**src/rtl/alu_pkg.sv**
```systemverilog
// Shared types for the arbitrated ALU: operation codes, arbiter FSM states and
// bit positions of the {N,Z,C,V} flag vector.
package alu_pkg;

  typedef enum logic [1:0] {
    ALU_ADD = 2'b00,
    ALU_SUB = 2'b01,
    ALU_XOR = 2'b10,
    ALU_ROT = 2'b11
  } alu_op_t;

  typedef enum logic [1:0] {
    LIBRE     = 2'd0,
    EJECUTAR  = 2'd1,
    RESPONDER = 2'd2
  } estado_t;

  localparam int FN = 3;
  localparam int FZ = 2;
  localparam int FC = 1;
  localparam int FV = 0;

endpackage

```
**src/rtl/arbitro_rr.sv**
```systemverilog
// Combinational round-robin pick: the first valid requester found searching
// upward from the pointer, modulo NREQ, as a one-hot grant plus its index.
module arbitro_rr #(
  parameter int NREQ = 2
) (
  input  logic [NREQ-1:0]                       i_valido,
  input  logic [((NREQ > 1) ? $clog2(NREQ) : 1)-1:0] i_puntero,
  output logic [NREQ-1:0]                       o_concesion,
  output logic [((NREQ > 1) ? $clog2(NREQ) : 1)-1:0] o_indice
);

  localparam int PW = (NREQ > 1) ? $clog2(NREQ) : 1;

  logic          w_hallado;
  logic [PW-1:0] w_idx;

  always_comb begin
    o_concesion = '0;
    o_indice    = '0;
    w_hallado   = 1'b0;
    w_idx       = '0;
    for (int k = 0; k < NREQ; k++) begin
      w_idx = PW'((int'(i_puntero) + k) % NREQ);
      if (!w_hallado && i_valido[w_idx]) begin
        w_hallado          = 1'b1;
        o_indice           = w_idx;
        o_concesion[w_idx] = 1'b1;
      end
    end
  end

endmodule

```
**src/rtl/unidad_logico_aritmetica.sv**
```systemverilog
// Combinational ALU: add, subtract, xor and an 8-bit rotate-left of op1[7:0]
// by op2[2:0]. N/Z/C/V are only produced for add/sub; logic ops give zero flags.
module unidad_logico_aritmetica
  import alu_pkg::*;
#(
  parameter int N = 32
) (
  input  logic [N-1:0] i_a,
  input  logic [N-1:0] i_b,
  input  alu_op_t      i_control,
  output logic [N-1:0] o_resultado,
  output logic [3:0]   o_flags
);

  logic [N-1:0] w_b;
  logic [N-1:0] w_suma;
  logic         w_cout;
  logic         w_arit;
  logic [15:0]  w_doble;

  always_comb begin
    w_arit = ~i_control[1];
    // Subtraction is a + ~b + 1, so C is the carry-out (1 = no borrow).
    w_b = (i_control == ALU_SUB) ? ~i_b : i_b;
    {w_cout, w_suma} = {1'b0, i_a} + {1'b0, w_b} + {{N{1'b0}}, (i_control == ALU_SUB)};
    w_doble = {i_a[7:0], i_a[7:0]} << i_b[2:0];

    case (i_control)
      ALU_ADD, ALU_SUB: o_resultado = w_suma;
      ALU_XOR:          o_resultado = i_a ^ i_b;
      default:          o_resultado = {{(N-8){1'b0}}, w_doble[15:8]};
    endcase

    o_flags     = '0;
    o_flags[FN] = w_arit & w_suma[N-1];
    o_flags[FZ] = w_arit & (w_suma == '0);
    o_flags[FC] = w_arit & w_cout;
    o_flags[FV] = w_arit & ~(i_control[0] ^ i_a[N-1] ^ i_b[N-1]) & (i_a[N-1] ^ w_suma[N-1]);
  end

endmodule

```
**src/rtl/arbitro_alu.sv**
```systemverilog
// Shares one ALU between NREQ requesters with round-robin arbitration and a
// single operation in flight (LIBRE -> EJECUTAR -> RESPONDER -> LIBRE).
module arbitro_alu
  import alu_pkg::*;
#(
  parameter int N    = 32,
  parameter int NREQ = 2
) (
  input  logic              clk,
  input  logic              rst_n,
  input  logic [NREQ-1:0]   req_valido,
  output logic [NREQ-1:0]   req_listo,
  input  logic [NREQ*N-1:0] req_op1,
  input  logic [NREQ*N-1:0] req_op2,
  input  logic [NREQ*2-1:0] req_control,
  output logic [NREQ-1:0]   resp_valido,
  input  logic [NREQ-1:0]   resp_listo,
  output logic [N-1:0]      resp_resultado,
  output logic [3:0]        resp_flags,
  output logic              ocupado,
  output estado_t           o_estado
);

  localparam int            PW     = (NREQ > 1) ? $clog2(NREQ) : 1;
  localparam logic [PW-1:0] ULTIMO = PW'(NREQ - 1);

  // Handshakes: a transfer happens on a rising edge where valido and listo are
  // both high; requesters hold valido and payload until then, and the arbiter
  // never withdraws a listo/valido it raised without a transfer (except reset).
  estado_t       r_estado;
  logic [PW-1:0] r_puntero;
  logic [PW-1:0] r_owner;
  logic [N-1:0]  r_op1;
  logic [N-1:0]  r_op2;
  alu_op_t       r_control;
  logic [N-1:0]  r_resultado;
  logic [3:0]    r_flags;
  logic [NREQ-1:0] r_resp_valido;

  logic [NREQ-1:0] w_concesion;
  logic [PW-1:0]   w_indice;
  logic [N-1:0]    w_alu_res;
  logic [3:0]      w_alu_flags;
  logic            w_acepta;

  arbitro_rr #(.NREQ(NREQ)) u_rr (
    .i_valido    (req_valido),
    .i_puntero   (r_puntero),
    .o_concesion (w_concesion),
    .o_indice    (w_indice)
  );

  unidad_logico_aritmetica #(.N(N)) u_alu (
    .i_a         (r_op1),
    .i_b         (r_op2),
    .i_control   (r_control),
    .o_resultado (w_alu_res),
    .o_flags     (w_alu_flags)
  );

  // Grant is suppressed while reset is asserted so nothing looks accepted.
  assign req_listo = (r_estado == LIBRE && rst_n) ? w_concesion : '0;
  assign w_acepta  = |(req_valido & req_listo);

  always_ff @(posedge clk) begin
    if (!rst_n) begin
      r_estado      <= LIBRE;
      r_puntero     <= '0;
      r_owner       <= '0;
      r_op1         <= '0;
      r_op2         <= '0;
      r_control     <= ALU_ADD;
      r_resultado   <= '0;
      r_flags       <= '0;
      r_resp_valido <= '0;
    end else begin
      case (r_estado)
        LIBRE: begin
          if (w_acepta) begin
            r_op1     <= req_op1[w_indice*N +: N];
            r_op2     <= req_op2[w_indice*N +: N];
            r_control <= alu_op_t'(req_control[w_indice*2 +: 2]);
            r_owner   <= w_indice;
            r_puntero <= (w_indice == ULTIMO) ? '0 : w_indice + 1'b1;
            r_estado  <= EJECUTAR;
          end
        end
        EJECUTAR: begin
          r_resultado   <= w_alu_res;
          r_flags       <= w_alu_flags;
          r_resp_valido <= {{(NREQ-1){1'b0}}, 1'b1} << r_owner;
          r_estado      <= RESPONDER;
        end
        RESPONDER: begin
          // Result registers deliberately keep their value after the handshake.
          if (resp_listo[r_owner]) begin
            r_resp_valido <= '0;
            r_estado      <= LIBRE;
          end
        end
        default: r_estado <= LIBRE;
      endcase
    end
  end

  assign resp_valido    = r_resp_valido;
  assign resp_resultado = r_resultado;
  assign resp_flags     = r_flags;
  assign ocupado        = (r_estado != LIBRE);
  assign o_estado       = r_estado;

endmodule
```
**config.mk**
```make
export PLATFORM = sky130hd
export DESIGN_NAME = arbitro_alu
export DESIGN_NICKNAME = d
export VERILOG_FILES = /design/src/rtl/alu_pkg.sv /design/src/rtl/arbitro_rr.sv /design/src/rtl/unidad_logico_aritmetica.sv /design/src/rtl/arbitro_alu.sv
export SDC_FILE = /design/constraint.sdc
export NUM_CORES = 1
export LEC_CHECK = 0
export ABC_AREA = 1
export ABC_CLOCK_PERIOD_IN_PS = 5100
export CORE_MARGIN = 10
export CORE_UTILIZATION = 53
export DETAILED_ROUTE_END_ITERATION = 8
export MAX_ROUTING_LAYER = met4
export PLACE_DENSITY_LB_ADDON = 0.05
export RECOVER_POWER = 50
export SLEW_MARGIN = 20
export SYNTH_ARGS = -nofsm -noshare
export SYNTH_HDL_FRONTEND = slang
export SYNTH_SLANG_ARGS = --single-unit
export TNS_END_PERCENT = 1
```
**constraint.sdc**
```tcl
create_clock -name clk -period 5.1 [get_ports clk]
set_clock_uncertainty 0.2 [all_clocks]
set_input_delay 0.765 -clock clk [delete_from_list [all_inputs] [get_ports clk]]
set_output_delay 0.765 -clock clk [all_outputs]
set_load 0.05 [all_outputs]
```
==> flow_summary.ini <==
[status]
outcome = finished with violations
violations = capacitance limit, slew limit

[floorplan]
die_h_um = 140
row_count = 43
die_x_um = 140
start_util = 0.547
die-area_sq_mm = 0.0197
pin_count = 181
design.core.area_sq_mm = 0.0140

[yosys]
ys_types = 39
synth_cells = 1240
synth_area_sq_mm = 0.00768
ys_seq_elements = 108
synth_seq_area_share = 0.282
yosysWarnings = 0
synthesis.nets = 1412
synth_area_per_cell_sq_um = 6.19

[worst_hold_path]
hold_depth = 2
min_path_type = register to register

[drt]
ant_nets = 0
via_per_inst = 5.65
drt_iter0_drc = 1076
wirelength_um = 29200
drc_errors = 0
dr.pass1.iters = 6
vias = 8895
wl_per_cell_um = 18.6

[pwr]
cellLeakagePower_nw = 4.41
ir_drop_mv = 0.215
seqPwrFrac = 0.353
switching_share = 0.406
p_sw_w = 0.00119
p_comb_frac = 0.391
p_clk_frac = 0.256
p_int_w = 0.00175
p_total_w = 0.00294
power_density_mw_per_mm2 = 298

[placement]
dpl_cell_area_sq_mm = 0.00958
portBuffers = 180
finalWeightedCongestion = 1.03
place_inst = 1557
hpwl_um = 23700

[clocking]
htree_levels = 3
clk_pin_slew_ns = 0.08
cts_made_buffers = 9
cts.sink_count = 108
cts_setup_buffers = 0
cts_hold_buf = 0
clock_path_buffers = 2
root_buffer = clkbuf_16
cts_tree = done
clock_latency_ns = 0.36
cts_resized = 0

[worst_setup_path]
required_ns = 4.14
worst-path-max-fanout = 41
cp_cell_sequence = dlygate4sd3_1 -> clkbuf_1 -> inv_1 -> nor2_1 -> nand3_1 -> inv_2 -> buf_12
rr_worst_depth = 20
start_kind = input pin
critPathSlowestCell = clkbuf_1
cp_data_arrival_time_ns = 3.50
end_kind = primary output
critPathMaxStageDelay_ns = 0.87
critical_path_class = input pin to primary output

[sta]
fmax_ghz = 0.224
slew_headroom = -0.115
finalHoldViolCount = 0
worst_slew_pin_slew_ns = 1.67
tns_ns = 0
rsz0062_at_grt = no
finalCritPeriodShare = 0.875
period_needed_ns = 4.46
drv_slew = 83
setup_viol = 0

[finish]
layout_commonest_cell = nand2_1
diodes = 0
final_cell_mix = nand2_1 (464), clkdlybuf4s50_1 (136), inv_1 (109), dfxtp_1 (108), a21oi_1 (83)
register_area_sq_mm = 0.00216
drive_gt1_frac = 0.0388
fin_util = 0.704
stdcell_count = 1573
multiInputGateArea_sq_mm = 0.00488
n_fill_cell = 1201
finalInstanceArea_sq_mm = 0.00988
nets = 1560
area_growth_pct = 28.7

[global_routing]
grt_pass1_vias = 8360
grt-ovfl-total = 0
grt_max_degree = 83
grt_pass1_wl_um = 45100
antenna_found_initial = 0
grtUsageTotal = 0.294

[run]
drv_cap = 1
[cells in the mapped netlist, drive strengths merged]
cell type  number  share of area
a21o            1        0.00098
a21oi          84          0.055
a221oi          2         0.0023
a22oi           7         0.0068
a31oi          76          0.062
a41oi           2         0.0023
and2            1        0.00082
buf            15          0.010
clkbuf         36          0.018
clkinv          3         0.0015
dfxtp         108           0.28
fa              1         0.0026
ha             33          0.054
inv           110          0.054
nand2         482           0.24
nand3          65          0.043
nand3b          9         0.0088
nand4           6         0.0049
nor2           64          0.033
nor3           11         0.0072
nor4            1        0.00082
o21ai          59          0.038
o21bai          4         0.0039
o31ai           2         0.0020
o41a            1         0.0015
or2             5         0.0041
xnor2          28          0.032
xor2           24          0.027
[metal layers]
layer,global-route usage,share of wire,routed length [um]
met5,-,0,0
met4,0.0821,0.022,635
met3,0.0852,0.11,3350
met2,0.425,0.42,12400
met1,0.388,0.44,12900
[final cells by class]
type / count / share of cell area
Clock buffer: 10 / 0.0232
Clock inverter: 6 / 0.00798
Multi-Input combinational cell: 968 / 0.494
Tap cell: 180 / 0.0228
Inverter: 113 / 0.0432
Sequential cell: 108 / 0.219
Timing Repair Buffer: 188 / 0.190
[critical path, delay by kind of cell]
kind          cells  cell delay [ns]
simple gates      2             0.35
buf+inv           5             2.37
[cells by family (layout without fill, tap and decap cells)]
logic type      count (synthesis)  count (layout)  synth area share
compound gates                238             238             0.175
xor+xnor                       52              52            0.0593
fa+ha+maj                      34              34            0.0564
buf+inv                       164             317            0.0834
flops                         108             108             0.282
simple gates                  644             644             0.344
[through the flow]
| stage | setup slack [ns] | hold WS, ns |
|---|---|---|
| 2_1_floorplan | 2.14 | 0.254 |
| 3_3_place_gp | 1.35 | 0.249 |
| 3_5_place_dp | 1.30 | 0.262 |
| 4_1_cts | 1.27 | 0.274 |
| 5_1_grt | 0.469 | 0.285 |
| 6_report | 0.636 | 0.271 |
[power groups by stage]
stage / combinational [W] / clock (W) / sequential (W)
final: 0.00115 / 0.000752 / 0.00104
after global routing: 0.00125 / 0.000781 / 0.00105
after CTS: 0.00115 / 0.000750 / 0.00103
after detailed placement: 0.00114 / 0 / 0.00105
after global placement: 0.00114 / 0 / 0.00105
after floorplan: 0.000624 / 0 / 0.00115
[worst paths after layout]
path	slack, ns	startpoint	end
max	0.64	rst_n	req_listo[1]
min	0.27	resp_flags[3]$_SDFFE_PN0P_	resp_flags[3]$_SDFFE_PN0P_
max reg2reg	1.20	r_control[1]$_SDFFE_PN0P_	resp_flags[2]$_SDFFE_PN0P_
min reg2reg	0.27	resp_flags[3]$_SDFFE_PN0P_	resp_flags[3]$_SDFFE_PN0P_
[registers in the layout (all words and copies together), names as in the netlist]
name	count
r_op2	32
resp_resultado	32
resp_flags	4
resp_valido	2
r_owner	1
r_control	2
r_puntero	1
o_estado	2
r_op1	32
(Power assumes the default switching activity.)
